### config.mk
export PLATFORM = sky130hd
export DESIGN_NAME = alu_muldiv
export DESIGN_NICKNAME = d
export VERILOG_FILES = /design/src/rtl/alu_muldiv.sv
export SDC_FILE = /design/constraint.sdc
export NUM_CORES = 1
export LEC_CHECK = 0
export ABC_CLOCK_PERIOD_IN_PS = 6410
export CAP_MARGIN = 20
export CORE_MARGIN = 4
export CORE_UTILIZATION = 52
export DETAILED_ROUTE_END_ITERATION = 8
export PLACE_DENSITY = 0.78
export SKIP_LAST_GASP = 1
export SLEW_MARGIN = 20
export SYNTH_ARGS = -nofsm -noshare
export SYNTH_HDL_FRONTEND = slang
export SYNTH_SLANG_ARGS = --single-unit
### constraint.sdc
create_clock -name clk -period 6.41 [get_ports clk]
set_clock_uncertainty 0.2 [all_clocks]
set_input_delay 0.641 -clock clk [delete_from_list [all_inputs] [get_ports clk]]
set_output_delay 0.641 -clock clk [all_outputs]
set_load 0.005 [all_outputs]
### src/rtl/alu_muldiv.sv
// alu_muldiv: MIPS execute-stage ALU with an iterative multiply/divide unit and HI/LO registers.
// Define ALU_OVF_EN to build the signed ADD/SUB overflow flag; otherwise ovf is tied low.
//   state  | meaning
//   S_IDLE | waiting for start with a mul/div ctl
//   S_RUN  | one shift-add / restoring-subtract step per cycle, WIDTH cycles
//   S_FIN  | sign correction; HI/LO written on the edge leaving this state
`timescale 1ns/1ps
module alu_muldiv #(
  parameter int WIDTH = 32,
  parameter int CNT_W = 6
) (
  input  logic             clk,
  input  logic             rst_n,
  input  logic [3:0]       ctl,
  input  logic             start,
  input  logic [WIDTH-1:0] data_1,
  input  logic [WIDTH-1:0] data_2,
  output logic [WIDTH-1:0] res,
  output logic             zero,
  output logic             busy,
  output logic             done,
  output logic             ovf
);

  localparam logic [3:0] CTL_AND   = 4'b0000;
  localparam logic [3:0] CTL_OR    = 4'b0001;
  localparam logic [3:0] CTL_ADD   = 4'b0010;
  localparam logic [3:0] CTL_SUB   = 4'b0110;
  localparam logic [3:0] CTL_NOR   = 4'b1100;
  localparam logic [3:0] CTL_SLT   = 4'b0111;
  localparam logic [3:0] CTL_MULT  = 4'b1000;
  localparam logic [3:0] CTL_MULTU = 4'b1001;
  localparam logic [3:0] CTL_DIV   = 4'b1010;
  localparam logic [3:0] CTL_DIVU  = 4'b1011;
  localparam logic [3:0] CTL_MFHI  = 4'b1101;
  localparam logic [3:0] CTL_MFLO  = 4'b1110;

  typedef enum logic [1:0] {S_IDLE, S_RUN, S_FIN} state_t;

  state_t             state_q, state_d;
  logic [WIDTH-1:0]   hi_q, hi_d, lo_q, lo_d;
  logic [WIDTH-1:0]   acc_q, acc_d, quo_q, quo_d, opnd_q, opnd_d;
  logic [CNT_W-1:0]   cnt_q, cnt_d;
  logic               is_div_q, is_div_d;
  logic               sa_q, sa_d, sb_q, sb_d;
  logic               div0_q, div0_d;
  logic               done_q, done_d;

  logic               is_md, signed_op, neg_a, neg_b;
  logic [WIDTH-1:0]   mag_a, mag_b;
  logic [WIDTH:0]     shifted, diff, sum;
  logic [2*WIDTH-1:0] prod, prod_fix;
  logic [WIDTH-1:0]   quo_fix, rem_fix;
  logic [WIDTH-1:0]   add_res, sub_res;
  logic               slt_lt;

  assign is_md     = (ctl == CTL_MULT) || (ctl == CTL_MULTU) || (ctl == CTL_DIV) || (ctl == CTL_DIVU);
  assign signed_op = (ctl == CTL_MULT) || (ctl == CTL_DIV);
  assign neg_a     = signed_op & data_1[WIDTH-1];
  assign neg_b     = signed_op & data_2[WIDTH-1];
  assign mag_a     = neg_a ? (~data_1 + WIDTH'(1)) : data_1;
  assign mag_b     = neg_b ? (~data_2 + WIDTH'(1)) : data_2;

  // Restoring divide: a clear bit WIDTH in diff means the trial subtraction did not borrow.
  assign shifted = {acc_q, quo_q[WIDTH-1]};
  assign diff    = shifted - {1'b0, opnd_q};
  assign sum     = {1'b0, acc_q} + ({(WIDTH+1){quo_q[0]}} & {1'b0, opnd_q});

  assign prod     = {acc_q, quo_q};
  assign prod_fix = (sa_q ^ sb_q) ? (~prod + (2*WIDTH)'(1)) : prod;
  // Divide by zero leaves the dividend magnitude in acc, so the remainder fix restores data_1.
  assign quo_fix  = div0_q ? '1 : ((sa_q ^ sb_q) ? (~quo_q + WIDTH'(1)) : quo_q);
  assign rem_fix  = sa_q ? (~acc_q + WIDTH'(1)) : acc_q;

  always_ff @(posedge clk or negedge rst_n) begin
    if (!rst_n) begin
      state_q  <= S_IDLE;
      hi_q     <= '0;
      lo_q     <= '0;
      acc_q    <= '0;
      quo_q    <= '0;
      opnd_q   <= '0;
      cnt_q    <= '0;
      is_div_q <= 1'b0;
      sa_q     <= 1'b0;
      sb_q     <= 1'b0;
      div0_q   <= 1'b0;
      done_q   <= 1'b0;
    end else begin
      state_q  <= state_d;
      hi_q     <= hi_d;
      lo_q     <= lo_d;
      acc_q    <= acc_d;
      quo_q    <= quo_d;
      opnd_q   <= opnd_d;
      cnt_q    <= cnt_d;
      is_div_q <= is_div_d;
      sa_q     <= sa_d;
      sb_q     <= sb_d;
      div0_q   <= div0_d;
      done_q   <= done_d;
    end
  end

  always_comb begin
    state_d  = state_q;
    hi_d     = hi_q;
    lo_d     = lo_q;
    acc_d    = acc_q;
    quo_d    = quo_q;
    opnd_d   = opnd_q;
    cnt_d    = cnt_q;
    is_div_d = is_div_q;
    sa_d     = sa_q;
    sb_d     = sb_q;
    div0_d   = div0_q;
    done_d   = 1'b0;
    case (state_q)
      S_IDLE: begin
        if (start && is_md) begin
          is_div_d = ctl[1];
          sa_d     = neg_a;
          sb_d     = neg_b;
          div0_d   = ctl[1] && (data_2 == '0);
          acc_d    = '0;
          quo_d    = ctl[1] ? mag_a : mag_b;
          opnd_d   = ctl[1] ? mag_b : mag_a;
          cnt_d    = CNT_W'(WIDTH - 1);
          state_d  = S_RUN;
        end
      end
      S_RUN: begin
        if (is_div_q) begin
          if (!diff[WIDTH]) begin
            acc_d = diff[WIDTH-1:0];
            quo_d = {quo_q[WIDTH-2:0], 1'b1};
          end else begin
            acc_d = shifted[WIDTH-1:0];
            quo_d = {quo_q[WIDTH-2:0], 1'b0};
          end
        end else begin
          acc_d = sum[WIDTH:1];
          quo_d = {sum[0], quo_q[WIDTH-1:1]};
        end
        if (cnt_q == '0) state_d = S_FIN;
        else             cnt_d   = cnt_q - CNT_W'(1);
      end
      S_FIN: begin
        if (is_div_q) begin
          hi_d = rem_fix;
          lo_d = quo_fix;
        end else begin
          hi_d = prod_fix[2*WIDTH-1:WIDTH];
          lo_d = prod_fix[WIDTH-1:0];
        end
        done_d  = 1'b1;
        state_d = S_IDLE;
      end
      default: state_d = S_IDLE;
    endcase
  end

  assign busy = (state_q != S_IDLE);
  assign done = done_q;

  assign add_res = data_1 + data_2;
  assign sub_res = data_1 - data_2;
  assign slt_lt  = $signed(data_1) < $signed(data_2);

  always_comb begin
    res = '0;
    case (ctl)
      CTL_AND:  res = data_1 & data_2;
      CTL_OR:   res = data_1 | data_2;
      CTL_ADD:  res = add_res;
      CTL_SUB:  res = sub_res;
      CTL_NOR:  res = ~(data_1 | data_2);
      CTL_SLT:  res = {{(WIDTH-1){1'b0}}, slt_lt};
      CTL_MFHI: res = hi_q;
      CTL_MFLO: res = lo_q;
      default:  res = '0;
    endcase
  end

  assign zero = (res == '0);

`ifdef ALU_OVF_EN
  logic ovf_add, ovf_sub;
  assign ovf_add = (data_1[WIDTH-1] == data_2[WIDTH-1]) && (add_res[WIDTH-1] != data_1[WIDTH-1]);
  assign ovf_sub = (data_1[WIDTH-1] != data_2[WIDTH-1]) && (sub_res[WIDTH-1] != data_1[WIDTH-1]);
  assign ovf     = ((ctl == CTL_ADD) && ovf_add) || ((ctl == CTL_SUB) && ovf_sub);
`else
  assign ovf = 1'b0;
`endif

endmodule

==> results of run 1 <==
[what timing repair did]
action | 4_1_cts | 5_1_grt
setup buffers | 0 | 2
hold endpoints to repair | 0 | 26
hold buffers | 0 | 1
gates resized for setup | 0 | 7
setup endpoints to repair | 0 | 1
[final cells by class]
cell class | instances | area [um2] | area share [%]
tap | 511 | 639 | 2.87
timing repair buffer | 185 | 1680 | 7.53
sequential | 173 | 4330 | 19.5
multi-input combinational | 2152 | 14400 | 64.9
clock buffer | 20 | 457 | 2.05
antenna | 1 | 2.50 | 0.0112
inverter | 153 | 574 | 2.58
clock inverter | 12 | 138 | 0.618
[worst min path at each step]
| stage | start | slack (ns) | to |
|---|---|---|---|
| finish | opnd_q[2] | 0.29 | opnd_q[2] |
| global route | hi_q[2] | 0.31 | hi_q[2] |
| CTS | rst_n | 0.18 | acc_q[28] |
| detailed placement | opnd_q[2] | 0.28 | opnd_q[2] |
| global placement | hi_q[15] | 0.27 | hi_q[15] |
| floorplan | rst_n | 0.15 | acc_q[0] |
[state kept, by name (all words and copies together) (netlist names)]
signal,count
sa_q,1
hi_q,32
acc_q,32
state_q,2
div0_q,1
is_div_q,1
cnt_q,6
opnd_q,32
done,1
sb_q,1
quo_q,32
lo_q,32
[cell families after synthesis]
family | Yosys count
xor gates and xnor gates | 187
AOI/OAI and AO/OA | 911
adders and majority gates | 179
muxes | 60
DFF | 173
and+or+nand+nor | 814
other | 1
buffers and inverters | 313
[stage by stage]
stage	area, um2	utilization, %
after global placement	21600	57.3
final	22300	59.1
after global routing	22300	59.1
after detailed placement	21600	57.3
after CTS	22200	58.9
after floorplan	19900	-
[cell usage in the layout, fill, tap and decap left out, types with 8 or more instances in the layout]
cell and instances:
and2_1 16, or3_1 32, buf_4 79, clkdlybuf4s50_1 102, a21o_1 50, nor2b_1 24, o21ai_1 24, xnor2_1 126
a22oi_1 43, nand4_1 17, o21bai_1 16, nand2b_1 28, a21oi_1 252, dfrtp_1 172, xor2_1 60, nor2_1 290
and3_1 12, nor3_1 32, o211ai_1 37, o22ai_1 16, ha_1 174, o31ai_1 33, inv_1 150, a221oi_1 28
or4_1 18, o21a_1 8, nand3_1 45, o21ai_0 166, nand2_1 223, a31oi_1 28, o41ai_1 11, o221ai_1 14
clkbuf_16 17, a221o_1 14, nor4_1 25, o31a_1 9, a211oi_1 68, mux2i_1 56
[power by group through the flow]
stage | Combinational [mW] | Clock (mW) | Sequential, mW
6_report | 0.811 | 1.06 | 1.09
5_1_grt | 0.866 | 1.12 | 1.09
4_1_cts | 0.783 | 1.06 | 1.09
3_5_place_dp | 0.777 | 0 | 1.11
3_3_place_gp | 0.779 | 0 | 1.11
2_1_floorplan | 0.429 | 0 | 1.11
[critical path, delay by kind of cell]
kind	cells	cell delay [ns]
compound gates	8	2.15
buf+inv	3	1.34
simple gates	3	0.94
fa+ha+maj	1	0.34
[layer usage]
| layer | track usage (%) | wire, um | part of all wire, % |
|---|---|---|---|
| met5 | 0 | 0 | 0 |
| met2 | 54.2 | 32800 | 44 |
| met3 | 4.01 | 6730 | 9.1 |
| met4 | 8.62 | 1830 | 2.5 |
| met1 | 51.0 | 32900 | 44 |
==> impl_metrics.py, run 1 <==
metrics = {
    "yosys": {
        "synth_top_flop_cell": "dfrtp_1",
        "synthAdderAreaFrac_pct": 11.4,
        "synth_area_mm2": 0.0199,
        "synth-edff-count": 0,
        "synthArstFlopShare_pct": 100,
        "post-synth-top-count-cell": "nor2_1",
        "ys_types": 98,
        "netlist.area_leader.share_pct": 21.8,
        "synth_compound_area_share_pct": 30.1,
        "synth_top_family_by_area": "compound AO/OA/AOI/OAI gates",
        "synth_xor_area_share_pct": 8.24,
        "synth_common_cells": "nor2_1 (292), a21oi_1 (253), nand2_1 (223)",
        "yosys.area_share.simple_pct": 19.4,
        "synthMuxAreaShare_pct": 3.05,
        "yosysTopAreaCell": "dfrtp_1",
        "syn_nets": 2888,
        "postSynthCellCount": 2638,
        "synth_area_leaders": "dfrtp_1 (22%), ha_1 (11%), a21oi_1 (6.4%), xnor2_1 (5.6%), nor2_1 (5.5%)",
        "syn_area_per_cell_um2": 7.53,
        "ys_seq_area_share_pct": 21.8,
        "synth_seq_cells": 173,
        "ys_warn_count": 0,
    },
    "final_layout": {
        "n_fill_cell": 3515,
        "drive_gt1_share_pct": 6.49,
        "area_growth_pct": 12.0,
        "nets": 2932,
        "fin_cells": 3207,
    },
    "worst_hold_path": {
        "whs_path_depth": 2,
        "hp-class": "flop to flop",
    },
    "status": {
        "violations": "design-rule violations",
        "status": "finished with violations",
    },
    "critical_path": {
        "crit_start": "data_2[12]",
        "crit_chain": "clkdlybuf4s50_1, inv_1, ha_1, a21oi_1, o21ai_1, a2111oi_0, nand2_1, o21a_1, a21oi_1, a21o_1, o221a_1, o21ai_0, or4_1, nor4_2, clkdlybuf4s50_1",
        "slowest_delay_ns": 0.72,
        "rr_startpoint": "quo_q[0]",
        "required_ns": 5.57,
        "slowest_stage": "a2111oi_0",
        "end_kind": "output port",
        "r2r_cells": 15,
        "rrSetupSlack_ns": 1.83,
        "path_class": "input pin to output port",
        "crit_fanout": 6,
        "crit_path_end": "zero",
        "arrival_ns": 5.42,
        "reg2reg_to": "acc_q[30]",
        "worst_setup_path_start_kind": "input pin",
    },
    "place": {
        "port_buffers": 105,
        "place_congestion": 1.02,
        "dp_slack_ns": 0.162,
        "dp.cells": 3170,
        "hpwlAfterDp_um": 57700,
    },
    "power_and_ir_drop": {
        "seqPwrFrac_pct": 36.8,
        "p_comb_share_pct": 27.4,
        "p_per_area_mw_per_mm2": 133,
        "ir_drop_v": 0.000178,
        "p_sw_mw": 0.961,
        "intPower_mw": 2.00,
        "p_leak_nw": 9.49,
        "power.total_mw": 2.96,
        "swShare_pct": 32.4,
        "clkPwrFrac_pct": 35.8,
    },
    "sta": {
        "worst_slack_ns": 0.149,
        "setup_tns_ns": 0,
        "fmax_ghz": 0.160,
        "period_minus_slack_ns": 6.26,
        "whs_ns": 0.290,
        "relSlewSlack_pct": 18.0,
        "worst_slew_pin_slew_ns": 1.23,
        "hold_violations": 0,
        "setup-violations-final": 0,
        "rsz0062_at_grt": "false",
        "finalCritPeriodShare_pct": 97.7,
        "slew_violations": 0,
    },
    "detailed_routing": {
        "wl_per_cell_um": 23.1,
        "ant_nets": 0,
        "wl_um": 74200,
        "drt_first_pass_iters": 9,
        "viasPerCell": 6.55,
        "drc": 2,
        "vias": 21000,
        "drt_iter0_markers": 2709,
    },
    "grt": {
        "grt_pass1_wl_um": 114000,
        "grt-ovfl-total": 0,
        "track_usage_pct": 34.5,
        "antenna_found_initial": 1,
        "grt_max_degree": 111,
        "grt_pass1_vias": 19500,
    },
    "clock_network": {
        "cts_tree": "yes",
        "cts_made_buffers": 17,
        "cts_sinks": 173,
        "clk_latency_ns": 0.44,
        "cts_root_buf": "clkbuf_16",
        "clkTransAtPathRegs_ns": 0.06,
        "cts.htree.levels": 4,
        "cts_buffer_depth": 2,
    },
    "run": {
        "drv_cap": 0,
    },
    "floorplanning": {
        "design.die.area_mm2": 0.0414,
        "io_pins": 107,
        "die_y_um": 203,
        "initial_core_util_pct": 52.8,
        "num_rows": 71,
        "die_w_um": 203,
        "core_mm2": 0.0377,
    },
}
Power figures use the tool's default switching activity.
==> run 2, diff against run 1 <==
--- a/config.mk
+++ b/config.mk
@@ -10,7 +10,7 @@
 export CORE_MARGIN = 4
 export CORE_UTILIZATION = 52
 export DETAILED_ROUTE_END_ITERATION = 8
-export PLACE_DENSITY = 0.78
+export PLACE_DENSITY_LB_ADDON = 0.3
 export SKIP_LAST_GASP = 1
 export SLEW_MARGIN = 20
 export SYNTH_ARGS = -nofsm -noshare
==> impl_metrics.py, run 2 (synthesized netlist as in run 1, its figures left out) <==
metrics = {
    "final_layout": {
        "multi_input_area_mm2": 0.0144,
        "n_fill_cell": 3473,
        "final_cell_area_mm2": 0.0224,
        "area_growth_pct": 12.7,
        "final_common_cell": "nor2_1",
        "register_area_mm2": 0.00433,
        "drive_gt1_share_pct": 6.97,
        "nets": 2950,
        "final_cell_mix": "nor2_1 (290), a21oi_1 (252), nand2_1 (223)",
    },
    "detailed_routing": {
        "drt_first_pass_iters": 6,
        "top_layer": "met4",
        "vias": 21100,
        "wl_um": 74700,
        "drt_iter0_markers": 2251,
        "viasPerCell": 6.54,
        "wl_met1_um": 33400,
        "met2_length_um": 32700,
        "wl_per_cell_um": 23.2,
        "ant_nets": 0,
        "drc": 0,
        "met3WireLength_um": 6590,
    },
    "power_and_ir_drop": {
        "p_leak_nw": 9.59,
        "ir_drop_v": 0.000132,
        "p_per_area_mw_per_mm2": 134,
    },
    "place": {
        "place_area_mm2": 0.0217,
        "port_buffers": 105,
        "dp_slack_ns": 0.120,
        "hpwlAfterDp_um": 58400,
        "place_congestion": 0.963,
    },
    "grt": {
        "grt_max_degree": 100,
        "antenna_found_initial": 0,
        "grt_pass1_wl_um": 116000,
        "track_usage_pct": 35.1,
        "grt_pass1_vias": 19900,
        "grt-ovfl-total": 0,
    },
    "sta": {
        "slew_violations": 0,
        "setup-violations-final": 0,
        "worst_slew_pin_slew_ns": 0.971,
        "hold_violations": 0,
        "setup_tns_ns": 0,
        "relSlewSlack_pct": 35.3,
        "rsz0062_at_grt": "false",
        "worst_slack_ns": 0.119,
        "period_minus_slack_ns": 6.29,
        "finalCritPeriodShare_pct": 98.1,
        "fmax_ghz": 0.159,
    },
    "floorplanning": {
        "initial_core_util_pct": 52.8,
        "num_rows": 71,
        "die_y_um": 203,
        "io_pins": 107,
        "core_mm2": 0.0377,
        "design.die.area_mm2": 0.0414,
        "die_w_um": 203,
    },
    "critical_path": {
        "worst_setup_path_start_kind": "input pin",
        "cp_num_buf_inv": 3,
        "path_class": "input pin to output port",
        "crit_fanout": 6,
        "crit_chain": "clkdlybuf4s50_1, inv_1, ha_1, a211oi_1, o21ai_1, nand4_1, a31oi_1, o21a_1, a21oi_1, a21o_1, a221oi_1, o21ai_0, or4_1, nor4_2, clkdlybuf4s50_1",
        "end_kind": "output port",
        "critPathMostFrequentCell": "clkdlybuf4s50_1",
        "cp_num_cells": 15,
        "crit_family": "compound AO/OA/AOI/OAI gates",
        "arrival_ns": 5.45,
        "slowest_delay_ns": 0.67,
        "slowest_stage": "clkdlybuf4s50_1",
        "r2r_cells": 12,
        "required_ns": 5.57,
    },
    "clock_network": {
        "clkTransAtPathRegs_ns": 0.07,
        "cts.htree.levels": 4,
        "clk_latency_ns": 0.44,
        "cts_buffer_depth": 2,
        "ctsHoldBuffers": 0,
        "postCtsSetupBuffers": 0,
        "cts_root_buf": "clkbuf_16",
        "cts_tree": "yes",
        "cts_resized": 0,
        "cts_made_buffers": 17,
        "cts_sinks": 173,
    },
    "status": {
        "status": "finished, final reports clean",
    },
    "run": {
        "drv_cap": 0,
    },
    "worst_hold_path": {
        "hp-class": "input pin to async pin",
    },
}
==> run 2: stage by stage <==
step,hold slack (ns),instances,util [%],power [mW]
after floorplan,0.145,2638,-,1.54
after global placement,0.268,3192,57.7,1.90
after detailed placement,0.276,3192,57.7,1.90
after CTS,0.168,3223,59.3,3.00
after global routing,0.199,3223,59.4,3.13
final,0.120,3224,59.4,3.01
==> run 2: worst paths after layout <==
| kind | start | to | slack [ns] |
|---|---|---|---|
| max in group asynchronous | rst_n | opnd_q[16] | 4.31 |
| min in group clk | hi_q[19] | hi_q[19] | 0.29 |
| hold reg to reg | hi_q[19] | hi_q[19] | 0.29 |
| setup / recovery | data_2[1] | zero | 0.12 |
| hold / removal | rst_n | cnt_q[3] | 0.12 |
| setup reg to reg | acc_q[7] | acc_q[31] | 1.83 |
==> run 2: metal layers <==
layer | track usage (%) | vias up
met1 | 51.5 | 10100
li1 | - | 9725
met2 | 54.7 | 1106
met3 | 4.37 | 128
met4 | 9.64 | 0
met5 | 0 | -
==> run 2: final cells by class <==
| cell class | instances | share of cell area, % |
|---|---|---|
| flip-flops and latches | 173 | 19.3 |
| diodes | 1 | 0.0112 |
| inverters | 153 | 2.57 |
| well taps | 511 | 2.86 |
| multi-input cells | 2152 | 64.5 |
| clock buffers | 21 | 2.01 |
| repair buffers | 203 | 7.99 |
| clock inverters | 10 | 0.732 |
==> run 2: power by group <==
group	total [mW]	internal (mW)	switching [mW]
sequential	1.09	1.09	0
clock	1.11	0.663	0.443
combinational	0.813	0.319	0.494
==> run 2: worst reg2reg max path, delay by kind of cell, from the launching register on <==
family | cells | cell delay [ns]
XOR/XNOR | 1 | 0.24
adder cells (fa/ha/maj) | 1 | 0.43
flip-flops | 1 | 0.52
AND/OR/NAND/NOR | 4 | 0.66
AO/OA/AOI/OAI | 6 | 2.42
